<file path="src/rtl/freq_gate_gen.sv">
// Gate generator in front of the frequency event counter: synchronises sig_i,
// opens a gate of gate_len_i cycles on the first rising edge and emits count/stop pulses.
module freq_gate_gen #(
    parameter int SYNC_STAGES = 2,
    parameter int GATE_W      = 32,
    parameter int TIMEOUT     = 1000000
) (
    input  logic              clk,
    input  logic              reset_n,
    input  logic              sig_i,
    input  logic              start_i,
    input  logic [GATE_W-1:0] gate_len_i,
    output logic              clk_cnt_o,
    output logic              clk_stop_o,
    output logic              busy_o,
    output logic              done_o,
    output logic              timeout_o
);

    localparam int TMO_W = (TIMEOUT > 1) ? $clog2(TIMEOUT) : 1;

    typedef enum logic [1:0] {S_IDLE, S_ARM, S_GATE, S_DONE} state_t;

    state_t              r_state;
    state_t              w_state_nxt;
    logic [SYNC_STAGES-1:0] r_sync;
    logic                r_sync_d;
    logic [GATE_W-1:0]   r_len;
    logic [GATE_W-1:0]   r_gcnt;
    logic [TMO_W-1:0]    r_tmo;

    logic w_rise;
    logic w_accept;
    logic w_gate_last;
    logic w_tmo_last;
    logic w_tmo_fire;
    logic w_cnt_nxt;
    logic w_stop_nxt;
    logic w_busy_nxt;
    logic w_done_nxt;
    logic w_timeout_nxt;

    assign w_rise      = r_sync[SYNC_STAGES-1] & ~r_sync_d;
    assign w_accept    = (r_state == S_IDLE) && start_i && (gate_len_i != '0);
    assign w_gate_last = (r_gcnt == (r_len - GATE_W'(1)));
    assign w_tmo_last  = (r_tmo == TMO_W'(TIMEOUT - 1));
    // An opening edge in the timeout cycle wins over the timeout.
    assign w_tmo_fire  = (r_state == S_ARM) && !w_rise && w_tmo_last;

    always_ff @(posedge clk or negedge reset_n) begin
        if (!reset_n) begin
            r_sync   <= '0;
            r_sync_d <= 1'b0;
        end else begin
            r_sync   <= {r_sync[SYNC_STAGES-2:0], sig_i};
            r_sync_d <= r_sync[SYNC_STAGES-1];
        end
    end

    always_ff @(posedge clk) begin
        if (w_accept) begin
            r_len <= gate_len_i;
        end
    end

    always_ff @(posedge clk or negedge reset_n) begin
        if (!reset_n) begin
            r_tmo  <= '0;
            r_gcnt <= '0;
        end else begin
            if (w_accept) begin
                r_tmo <= '0;
            end else if (r_state == S_ARM && !w_tmo_last) begin
                r_tmo <= r_tmo + TMO_W'(1);
            end
            if (r_state == S_ARM && w_rise) begin
                r_gcnt <= '0;
            end else if (r_state == S_GATE) begin
                r_gcnt <= r_gcnt + GATE_W'(1);
            end
        end
    end

    always_ff @(posedge clk or negedge reset_n) begin
        if (!reset_n) begin
            r_state    <= S_IDLE;
            clk_cnt_o  <= 1'b0;
            clk_stop_o <= 1'b0;
            busy_o     <= 1'b0;
            done_o     <= 1'b0;
            timeout_o  <= 1'b0;
        end else begin
            r_state    <= w_state_nxt;
            clk_cnt_o  <= w_cnt_nxt;
            clk_stop_o <= w_stop_nxt;
            busy_o     <= w_busy_nxt;
            done_o     <= w_done_nxt;
            timeout_o  <= w_timeout_nxt;
        end
    end

    always_comb begin
        w_state_nxt = r_state;
        case (r_state)
            S_IDLE: if (w_accept) w_state_nxt = S_ARM;
            S_ARM: begin
                if (w_rise) begin
                    w_state_nxt = S_GATE;
                end else if (w_tmo_last) begin
                    w_state_nxt = S_DONE;
                end
            end
            S_GATE: if (w_gate_last) w_state_nxt = S_DONE;
            default: w_state_nxt = S_DONE;
        endcase
    end

    // The last gate cycle drops its edge so count and stop never coincide.
    always_comb begin
        w_cnt_nxt     = (r_state == S_GATE) && w_rise && !w_gate_last;
        w_stop_nxt    = w_tmo_fire || ((r_state == S_GATE) && w_gate_last);
        w_busy_nxt    = (w_state_nxt == S_ARM) || (w_state_nxt == S_GATE);
        w_done_nxt    = (w_state_nxt == S_DONE);
        w_timeout_nxt = w_tmo_fire || ((r_state == S_DONE) && timeout_o);
    end

endmodule

</file>
<file path="config.mk">
export PLATFORM = sky130hd
export DESIGN_NAME = freq_gate_gen
export DESIGN_NICKNAME = d
export VERILOG_FILES = /design/src/rtl/freq_gate_gen.sv
export SDC_FILE = /design/constraint.sdc
export NUM_CORES = 1
export LEC_CHECK = 0
export CORE_AREA = 2 2 101 103
export DETAILED_ROUTE_END_ITERATION = 6
export DIE_AREA = 0 0 103 105
export PLACE_DENSITY = 0.73
export SYNTH_ARGS = -nofsm -noshare
export SYNTH_HDL_FRONTEND = slang
export SYNTH_SLANG_ARGS = --single-unit
</file>
<file path="constraint.sdc">
create_clock -name clk -period 2.6 [get_ports clk]
set_clock_uncertainty 0.05 [all_clocks]
set_input_delay 0.39 -clock clk [delete_from_list [all_inputs] [get_ports clk]]
set_output_delay 0.39 -clock clk [all_outputs]
set_load 0.005 [all_outputs]
</file>
* Word level (Yosys, flattened, before mapping)
Cells that the tools add are included.
** Storage, ports and cells
- Bits in registers :: 94
- Input port bits :: 36
- Output and inout bits :: 5
- Logic and storage cells :: 53
** Cells by class
- Add/subtract/negate cells :: 3
- Equal/unequal tests :: 8
- Mux-type cells :: 9
- Bitwise logic cells :: 2
- Reduce and logical (&&, ||, !) cells :: 20
** Operator list (number)
- $mux 32 :: 2
- $mux 20 :: 2
- $add 32x1->32 const B :: 1
- $eq 32x32->1 :: 1
- $reduce_bool 32->1 :: 1
- $sub 32x1->32 const B :: 1
- $add 20x1->20 const B :: 1
- $eq 20x20->1 const B :: 1
- $logic_and 1x1->1 :: 10
- $eq 2x2->1 const B :: 4
- $mux 2 :: 4
- $pmux 2 s3 :: 1
- $eq 2x1->1 const B :: 2
- $reduce_bool 2->1 :: 2
- $logic_not 1->1 :: 3
- $logic_or 1x1->1 :: 3
- $logic_not 2->1 :: 1
- $and 1x1->1 :: 1
- $not 1->1 :: 1

* Longest topological paths before layout
- Word-level depth :: 7
- Depth in mapped cells :: 12
- Mapped depth without buffers :: 11

* Least setup slack after synthesis
OpenSTA, ideal clock, no wires.
- Path type :: reg-to-reg
- From :: reg r_len[5]
- To :: reg busy_o
- Arrival time :: 2.610 ns
- Path slack :: -0.186 ns
- Cell stages (with the launch flop) :: 10
- Path through :: edfxtp_1 nor4_4 nand4_4 nand2b_1 o31a_1 o21ai_2 nor4_2 and4_4 a221o_1 ha_1
** Between the ends
- Cells in the longest elaborated chain, start to end :: 6
- Elaborated cells between the ends (all ways) :: 7
- Classes of those cells :: add/sub: 1; eq/ne: 3; mux: 2; reduce/logical: 1
** Ends and longest elaborated chain
- start: declaration :: line 28 : logic [GATE_W-1:0] r_len;
- start signal: assignment :: line 62 : r_len <= gate_len_i;
- $sub 32x1->32 * :: line 45 : assign w_gate_last = (r_gcnt == (r_len - GATE_W'(1)));
- $eq 32x32->1 * :: line 45
- $mux 2 * :: line 113 : S_GATE: if (w_gate_last) w_state_nxt = S_DONE;
- $pmux 2 s3 * :: line 104 : case (r_state)
- via w_state_nxt[0] :: line 25 : state_t w_state_nxt;
- $eq 2x1->1 or $eq 2x2->1 (tied branches) :: line 122 : w_busy_nxt = (w_state_nxt == S_ARM) || (w_state_nxt == S_GATE);
- $logic_or 1x1->1 * :: line 122
- via w_busy_nxt :: line 39 : logic w_busy_nxt;
- end signal: assignment :: line 96 : busy_o <= w_busy_nxt;
- end: declaration :: line 15 : output logic busy_o,
Mark *: on every way through the listed nets, which the timed path passes. The rest lies on a longest branch.
A chain may end at the register's enable or synchronous reset.

* Worst setup path in the final report
- From :: reg r_len[12]
- To :: reg busy_o
Same word-level chain as after synthesis.

==> summary.txt <==
Die
  • Die ar.: 10,800 µm²
  • Core area: 9640 µm²
  • Io pins: 41
  • Initial core utilization: 0.522
  • Die Ht: 105 µm
  • Die width: 103 µm
  • # rows: 36

STA
  • Final min period: 2810 ps
  • Final period util: 1.08
  • Max_slew headroom: 0.438
  • Max-slew violations: 0
  • Max Fclk: 356 MHz
  • Worst-Margin Slew: 841 ps
  • Final hold violation count: 0
  • Final setup vio count: 5
  • RSZ-0062 raised after global routing: yes
  • Final worst slack: -213 ps

Yosys
  • Adder-Cell Fraction of Synth Area: 0.00995
  • Syn nets: 545
  • Post-synthesis cell area: 5030 µm²
  • Seq/Total Area, Yosys: 0.499
  • Main combinational cell family by area after synthesis: simple AND/OR/NAND/NOR gates
  • XOR/XNOR Fraction of Synth Area: 0.106
  • Compound-Gate Fraction of Synth Area: 0.104
  • Simple-gate area share of the yosys netlist: 0.252
  • Yosys warnings: 0
  • Syn avg cell area: 9.97 µm²
  • Top_reg_cell synth: dfrtp_1
  • #FFs+latches synth: 94
  • EDFF count, synth: 32
  • Post-synthesis mux area share: 0.00995
  • Cells after synthesis: 505
  • FFs w/ async S/R, synth: 0.660
  • Synth unique cells: 54

Final layout
  • Nets@finish: 649
  • P&R area growth vs syn: 26.3%
  • Ant diodes: 0
  • Non-Filler Instances: 746
  • Layout cells sized above 1: 0.165

Clock network
  • H-tree depth: 3
  • Root buffer cell: clkbuf_8
  • CTS Sinks: 94
  • Worst skew pair latency: 370 ps
  • CTS tree: built
  • Clock Tree Buf Depth: 2
  • Clock slew at reported path FFs: 100 ps
  • Num CTS Buffers: 9

Power
  • Clock power frac: 0.292
  • Peak supply drop: 0.409 mV
  • Pwr/cell area: 532 nW/µm²
  • Internal power: 2410 µW
  • P_sw: 973 µW
  • Leak: 0.00247 µW
  • Comb pwr share: 0.171
  • Sw frac: 0.288
  • Reg power frac: 0.537

Global routing
  • Global Route met1 Usage: 0.346
  • Met2 Track Usage GR: 0.367
  • GRT Overall Usage: 0.243
  • Vias in the first global route: 4,167
  • First-pass GRT wire length: 20.5 mm
  • Initial antenna violation count: 0
  • Routing usage on met3: 0.0468
  • Gr busiest metal: met2
  • Grt ovf: 0
  • Largest net degree at the start of global routing: 53

Place
  • Post-DP HPWL: 8.99 mm
  • GPL Wtd Cong: 0.947
  • Dpl ws: -361 ps
  • Placed insts: 724
  • IO buf count: 40

Worst setup path
  • Crit end category: flop
  • Critical path peak fanout: 3
  • Critical Path RT: 2810 ps
  • Worst Path Arrival: 3020 ps
  • Critical Setup Path Class: flop to flop
  • Startpoint Class: flop

Outcome
  • Outcome: finished, violations left
  • Failing checks: setup timing

Detailed routing
  • Antenna Nets Post-Route: 0
  • Routed WL per cell: 16.4 µm
  • Routed wire length: 12.2 mm
  • Residual DRC: 0
  • Drt first pass iters: 4
  • Vias: 4,305
  • Drt initial violations: 216
  • Number of vias per cell: 5.77

Flow run
  • MaxCap Viol Count: 0

Worst hold path
  • Min-delay worst type: flop to flop
-- worst max-delay path, cell delays in order (launching register included) --
cell and delay (ps):
edfxtp_1 450, nor3_1 210, buf_4 150, buf_4 120, nand3_1 210, nor4_4 360
xnor2_1 170, o21ai_2 90, nor4_2 240, and4_4 260, a221o_1 170, ha_1 230
-- placed cells by master (no fill, tap or decap), types with 30 or more instances in the layout --
cell type | synthesis | final
buf_4 | 0 | 64
dfrtp_1 | 62 | 62
nor2_1 | 43 | 43
nand2_1 | 42 | 41
clkdlybuf4s50_1 | 0 | 39
o21ai_0 | 38 | 37
nand3_1 | 35 | 35
edfxtp_1 | 32 | 32
xor2_1 | 31 | 31
xnor2_1 | 30 | 30
-- power by group through the flow --
stage	Combinational [µW]	Sequential, µW	Clock [µW]
after floorplan	336	1790	0
after global placement	533	1840	0
after detailed placement	558	1840	0
after CTS	578	1810	995
after global routing	657	1840	1050
final	577	1820	988
-- per-layer routing --
layer | vias to the layer above | wire length [µm]
met5 | - | 0
met4 | 0 | 241
li1 | 2081 | -
met1 | 2100 | 5600
met2 | 100 | 5810
met3 | 24 | 553
-- area by class of cell --
type	count	area (µm²)
multi-input combinational	386	2520
fill	799	3280
inverter	10	37.5
tap	133	166
clock buffer	12	178
timing repair buffer	108	922
sequential	94	2510
clock inverter	3	22.5
-- Yosys cell counts (2+ instances only) --
cell       n  area share
dfrtp_1   62        0.31
nor2_1    43       0.032
nand2_1   42       0.031
o21ai_0   38       0.038
nand3_1   35       0.035
edfxtp_1  32        0.19
xor2_1    31       0.054
xnor2_1   30       0.052
nor3_1    20       0.020
nor4_1    20       0.025
nand4_1   19       0.024
a21oi_1   17       0.017
clkbuf_1  13      0.0097
and3_1    11       0.014
inv_1     10      0.0075
or3_1     10       0.012
nand2b_1   7      0.0087
o31ai_1    6      0.0090
mux2i_1    5      0.0099
nor2b_1    5      0.0062
ha_1       4      0.0099
a31oi_1    3      0.0037
and4_1     3      0.0052
o211ai_1   3      0.0045
nand4b_1   2      0.0035
nor3b_1    2      0.0030
nor4_2     2      0.0050
nor4_4     2      0.0085
nor4b_1    2      0.0035
or4b_1     2      0.0040
-- kinds of logic (layout without fill, tap and decap cells) --
kind of cell,count (synthesis),in the layout
simple gates,232,232
flops,94,94
compound gates,84,84
xor+xnor,61,61
buf+inv,25,133
mux,5,5
fa+ha+maj,4,4
-- sequential cells by signal (all words and copies together), names as in the netlist, 2 cells and up --
name	count
r_tmo	20
r_gcnt	32
r_sync	2
r_state	2
r_len	32
-- stage by stage --
step	instance area, µm²	power (µW)	TNS (ps)	util	hold WS (ps)
after global routing	6360	3550	-1070	0.659	338
after CTS	6310	3390	-229	0.655	336
after floorplan	5040	2120	-242	-	44.4
after detailed placement	6020	2400	-939	0.624	310
final	6360	3380	-526	0.659	332
after global placement	6020	2370	-395	0.624	292
-- final timing paths --
path,start,end,slack [ps],cells after the start
min,r_sync[0]$_DFF_PN0_,r_sync[1]$_DFF_PN0_,330,0
min reg2reg,r_sync[0]$_DFF_PN0_,r_sync[1]$_DFF_PN0_,330,0
max reg2reg,r_len[12]$_DFFE_PP_,busy_o$_DFF_PN0_,-210,11
min in group asynchronous,reset_n,r_gcnt[11]$_DFFE_PN0P_,510,2
max,r_len[12]$_DFFE_PP_,busy_o$_DFF_PN0_,-210,11
max in group asynchronous,reset_n,r_tmo[9]$_DFFE_PN0P_,1370,3
-- what timing repair did --
item                       4_1_cts  5_1_grt
setup endpoints to repair        5        5
resized for setup                8        6
setup buffers                    3        2
pin swaps                       13        4
cloned                           1        0
hold buffers                     1        0
hold endpoints to repair        14        0
(Power assumes the default switching activity.)
==> RTL edit 1 (same settings) <==
`TIMEOUT`: 1000000 -> 500000.
--- a/src/rtl/freq_gate_gen.sv
+++ b/src/rtl/freq_gate_gen.sv
@@ -4,5 +4,5 @@
     parameter int SYNC_STAGES = 2,
     parameter int GATE_W      = 32,
-    parameter int TIMEOUT     = 1000000
+    parameter int TIMEOUT     = 500000
 ) (
     input  logic              clk,
Check against the original RTL: same outputs for any inputs over 10 cycles, from zero or initial values and one cycle with reset_n low; that may be too few to reach the edited logic, so the function may still have changed.
==> RTL edit 1 against the unedited design <==
The run still ends with setup timing left; routed wire length up 6.5%; synthesized area up 2.4%; sequential power down 8%; setup slack worse by 0.17 ns; sequential share of layout area down 1.3 points; final cell count up 2.4%; worst hold slack worse by 0.028 ns; power down 5.8%; design area up 2.4%; sequential cell count down 1; count of clock-buffer cells in the layout down 1.
==> RTL edit 1: results (changes against the unedited design) <==
[run_status]
status = finished with violations
violations = setup timing

[finish]
nNonClkBuffers = 112  ; +3.7%
clk_share = 0.0331  ; +0.00157
clock_buffers = 11  ; -1
multi_input_comb_area_um2 = 2650  ; +5.1%
seqCellArea_um2 = 2490  ; -1.0%
area_share_nonclk_buffers = 0.147  ; +0.00162
fillers = 771  ; -3.5%
multi_input_gates = 400  ; +3.6%
fin_cells = 764  ; +2.4%
layout.nets = 666  ; +2.6%

[critical_path]
cpMaxStageDelayCell = or4_4
reg2reg_from = r_len[14]$_DFFE_PP_
arrival_ns = 3.19  ; +0.17 ns
rr_worst_depth = 8  ; -3
worst_path_largest_cell_delay_ns = 0.57  ; +0.12 ns
critPathMaxFanout = 5  ; +2
cp_top_family = simple AND/OR/NAND/NOR gates
worstReg2RegEnd = busy_o$_DFF_PN0_

[power_and_ir_drop]
powerClk_mw = 1.06  ; +7%
pg_comb_uw = 446  ; -23%
power_frac_clock = 0.333  ; +0.041

[yosys]
async_flop_share = 0.656  ; -0.00366
synth_seq_cells = 93  ; -1.1%
seq_area_frac_synth = 0.483  ; -0.0164
syn_nets = 556  ; +2.0%
ys_top_cells_by_area = dfrtp_1, edfxtp_1, xnor2_1, o21ai_0, xor2_1
syn-instance-count = 516  ; +2.2%
synth_commonest_cells = dfrtp_1, nor2_1, nand2_1
ys_types = 62  ; +15%

[global_routing]
grt_start_max_net_pins = 30  ; -43%
grt_pass1_vias = 4344  ; +4.2%
grt_usage = 0.252  ; +0.00956
grt_util_met2 = 0.403  ; +0.0353
grtUsageMet1 = 0.332  ; -0.0134
met3_usage = 0.0562  ; +0.00936
grt_pass1_wl_um = 21000  ; +2.6%

[detailed_routing]
dr.pass1.iters = 5  ; +1
drt_wl_total_um = 13000  ; +6.5%
drt-vias-per-instance = 5.95  ; +3.1%
drtIter0Drc = 212  ; -1.9%

[clock_tree]
post_cts_buffers = 6  ; +3

[place]
hpwl_um = 9860  ; +9.7%
dp.cells = 739  ; +2.1%
place.gp.congestion = 0.919  ; -2.9%

[sta]
tightest_slew_ns = 0.595  ; -0.246 ns
final-setup-viol-count = 5  ; unchanged
fin_ws_ns = -0.385  ; -0.172 ns

[RTL edit 1: cell count changes after synthesis, moves of 4 or more]
cell      unedited run  this run
and4_1               3         7
or4_1                0         5
o21ai_0             38        34
o211ai_1             3         8
a21oi_1             17        12
xnor2_1             30        35
xor2_1              31        19
and3_1              11         7
[RTL edit 1: cell families (layout without fill, tap and decap cells)]
kind of cell | count (synthesis) | in the layout | share of synthesized area
buf+inv | 23 | 138 | 0.0182
simple gates | 242 | 242 | 0.265
flops | 93 | 93 | 0.483
xor+xnor | 54 | 54 | 0.0918
fa+ha+maj | 4 | 4 | 0.00972
mux | 8 | 8 | 0.0155
compound gates | 92 | 92 | 0.117
[RTL edit 1: worst min path at each step]
stage,depth (start not counted),startpoint,slack [ns],to
2_1_floorplan,0,reset_n,0.04,busy_o$_DFF_PN0_
3_3_place_gp,0,r_sync[0]$_DFF_PN0_,0.28,r_sync[1]$_DFF_PN0_
3_5_place_dp,0,r_sync[0]$_DFF_PN0_,0.29,r_sync[1]$_DFF_PN0_
4_1_cts,0,r_sync[0]$_DFF_PN0_,0.31,r_sync[1]$_DFF_PN0_
5_1_grt,0,r_sync[0]$_DFF_PN0_,0.31,r_sync[1]$_DFF_PN0_
6_report,0,r_sync[0]$_DFF_PN0_,0.30,r_sync[1]$_DFF_PN0_
[RTL edit 1: stage by stage]
step	TNS [ns]	setup WS, ns	hold slack [ns]	instance area (um2)
after floorplan	-0.460	-0.297	0.0444	5160
after global placement	-1.22	-0.417	0.282	6150
after detailed placement	-1.52	-0.517	0.286	6150
after CTS	-1.15	-0.374	0.306	6440
after global routing	-1.61	-0.452	0.314	6510
final	-1.18	-0.385	0.304	6510
[RTL edit 1: routing by layer]
metal,wire length [um],share of wire
met1,5580,0.43
met2,6440,0.50
met3,635,0.049
met4,340,0.026
met5,0,0
==> RTL edit 2 (same flow settings) <==
Made on the original files. The 4 states of `state_t` get a Gray code encoding in 2 bits.
--- a/src/rtl/freq_gate_gen.sv
+++ b/src/rtl/freq_gate_gen.sv
@@ -20,5 +20,5 @@
     localparam int TMO_W = (TIMEOUT > 1) ? $clog2(TIMEOUT) : 1;
 
-    typedef enum logic [1:0] {S_IDLE, S_ARM, S_GATE, S_DONE} state_t;
+    typedef enum logic [1:0] {S_IDLE = 2'b00, S_ARM = 2'b01, S_GATE = 2'b11, S_DONE = 2'b10} state_t;
 
     state_t              r_state;
Check against the original RTL: no difference found for any inputs over 10 cycles, from zero or initial values and one cycle with reset_n low; not proved beyond that.
==> RTL edit 2 against the unedited design <==
The flow still finishes with violations (setup timing); routed wire length increased by 7.0%; global-route usage increased by 1.8 points; synthesized cell count increased by 6.3%; count of clock-buffer cells in the layout decreased by 2; final cell count increased by 3.5%; design area increased by 1.6%; sequential cell count decreased by 1; first-iteration DRC count increased by 16%; setup slack got worse by 0.32 ns; die area unchanged; power decreased by 5.3%; combinational power decreased by 15%; synthesized area increased by 2.1%; critical endpoint is now r_state[0]$_DFF_PN0_.
==> RTL edit 2: results (changes against the unedited design) <==
[place]
dpl_worst_slack_ns = -0.514  ; -0.153 ns
dp.cells = 753  ; +4.0%
hpwl_um = 9780  ; +8.8%
place.gp.congestion = 0.909  ; -4.0%
place_area_um2 = 6190  ; +2.9%

[clock_tree]
cts_resized = 1  ; -7
post_cts_buffers = 0  ; -3

[critical_path]
arrival_ns = 3.35  ; +0.33 ns
worst_path_largest_cell_delay_ns = 0.55  ; +0.10 ns
worstReg2RegEnd = r_state[0]$_DFF_PN0_
critPathMaxFanout = 4  ; +1
cpMaxStageDelayCell = or4_4

[global_routing]
grt_pass1_vias = 4635  ; +11%
grt_start_max_net_pins = 38  ; -28%
grtUsageMet1 = 0.342  ; -0.00354

[detailed_routing]
drtIter0Drc = 251  ; +16%
drt-vias-per-instance = 5.91  ; +2.5%
drt_wl_total_um = 13100  ; +7.0%

[yosys]
syn_avg_cell_area_um2 = 9.57  ; -3.9%
ys_types = 55  ; +1.9%
synth_commonest_cells = dfrtp_1, o21ai_0, nor2_1
seq_area_frac_synth = 0.484  ; -0.0153
async_flop_share = 0.656  ; -0.00366

[sta]
tns_ns = -2.08  ; -1.56 ns
final-setup-viol-count = 4  ; -1
maxSlewHeadroom = 0.509  ; +0.0713
fin_ws_ns = -0.536  ; -0.323 ns
holdWs_ns = 0.312  ; -0.0197 ns

[finish]
drive_above_1_share = 0.171  ; +0.00582
fillers = 810  ; +1.4%
layout.nets = 673  ; +3.7%

[power_and_ir_drop]
leakage_nw = 2.48  ; +0.27%
ir_drop_mv = 0.272  ; -33%

[run_status]
status = finished with violations
violations = setup timing

## RTL edit 2: report_power, final
part / internal, mW / switching (mW) / total, mW
clock network: 0.421 / 0.551 / 0.973
logic: 0.237 / 0.251 / 0.488
registers: 1.61 / 0.134 / 1.74
## RTL edit 2: routing by layer
metal	vias to the layer above	part of all wire
met5	-	0
met4	0	0.017
met3	20	0.045
met2	130	0.51
met1	2225	0.43
li1	2191	-
## RTL edit 2: final cells by class
class	count	area (um2)	share of cell area
Multi-Input combinational cell	411	2610	0.405
Sequential cell	93	2490	0.385
Timing Repair Buffer	112	963	0.149
Tap cell	133	166	0.0258
Clock buffer	10	149	0.0231
Clock inverter	6	51.3	0.00794
Inverter	7	26.3	0.00407
## RTL edit 2: logic make-up after synthesis
logic type      count (synthesis)  synth area share
simple gates                  232             0.240
mux                             2           0.00389
fa+ha+maj                       3           0.00730
buf+inv                        33            0.0243
compound gates                114             0.138
flops                          93             0.484
xor+xnor                       60             0.102
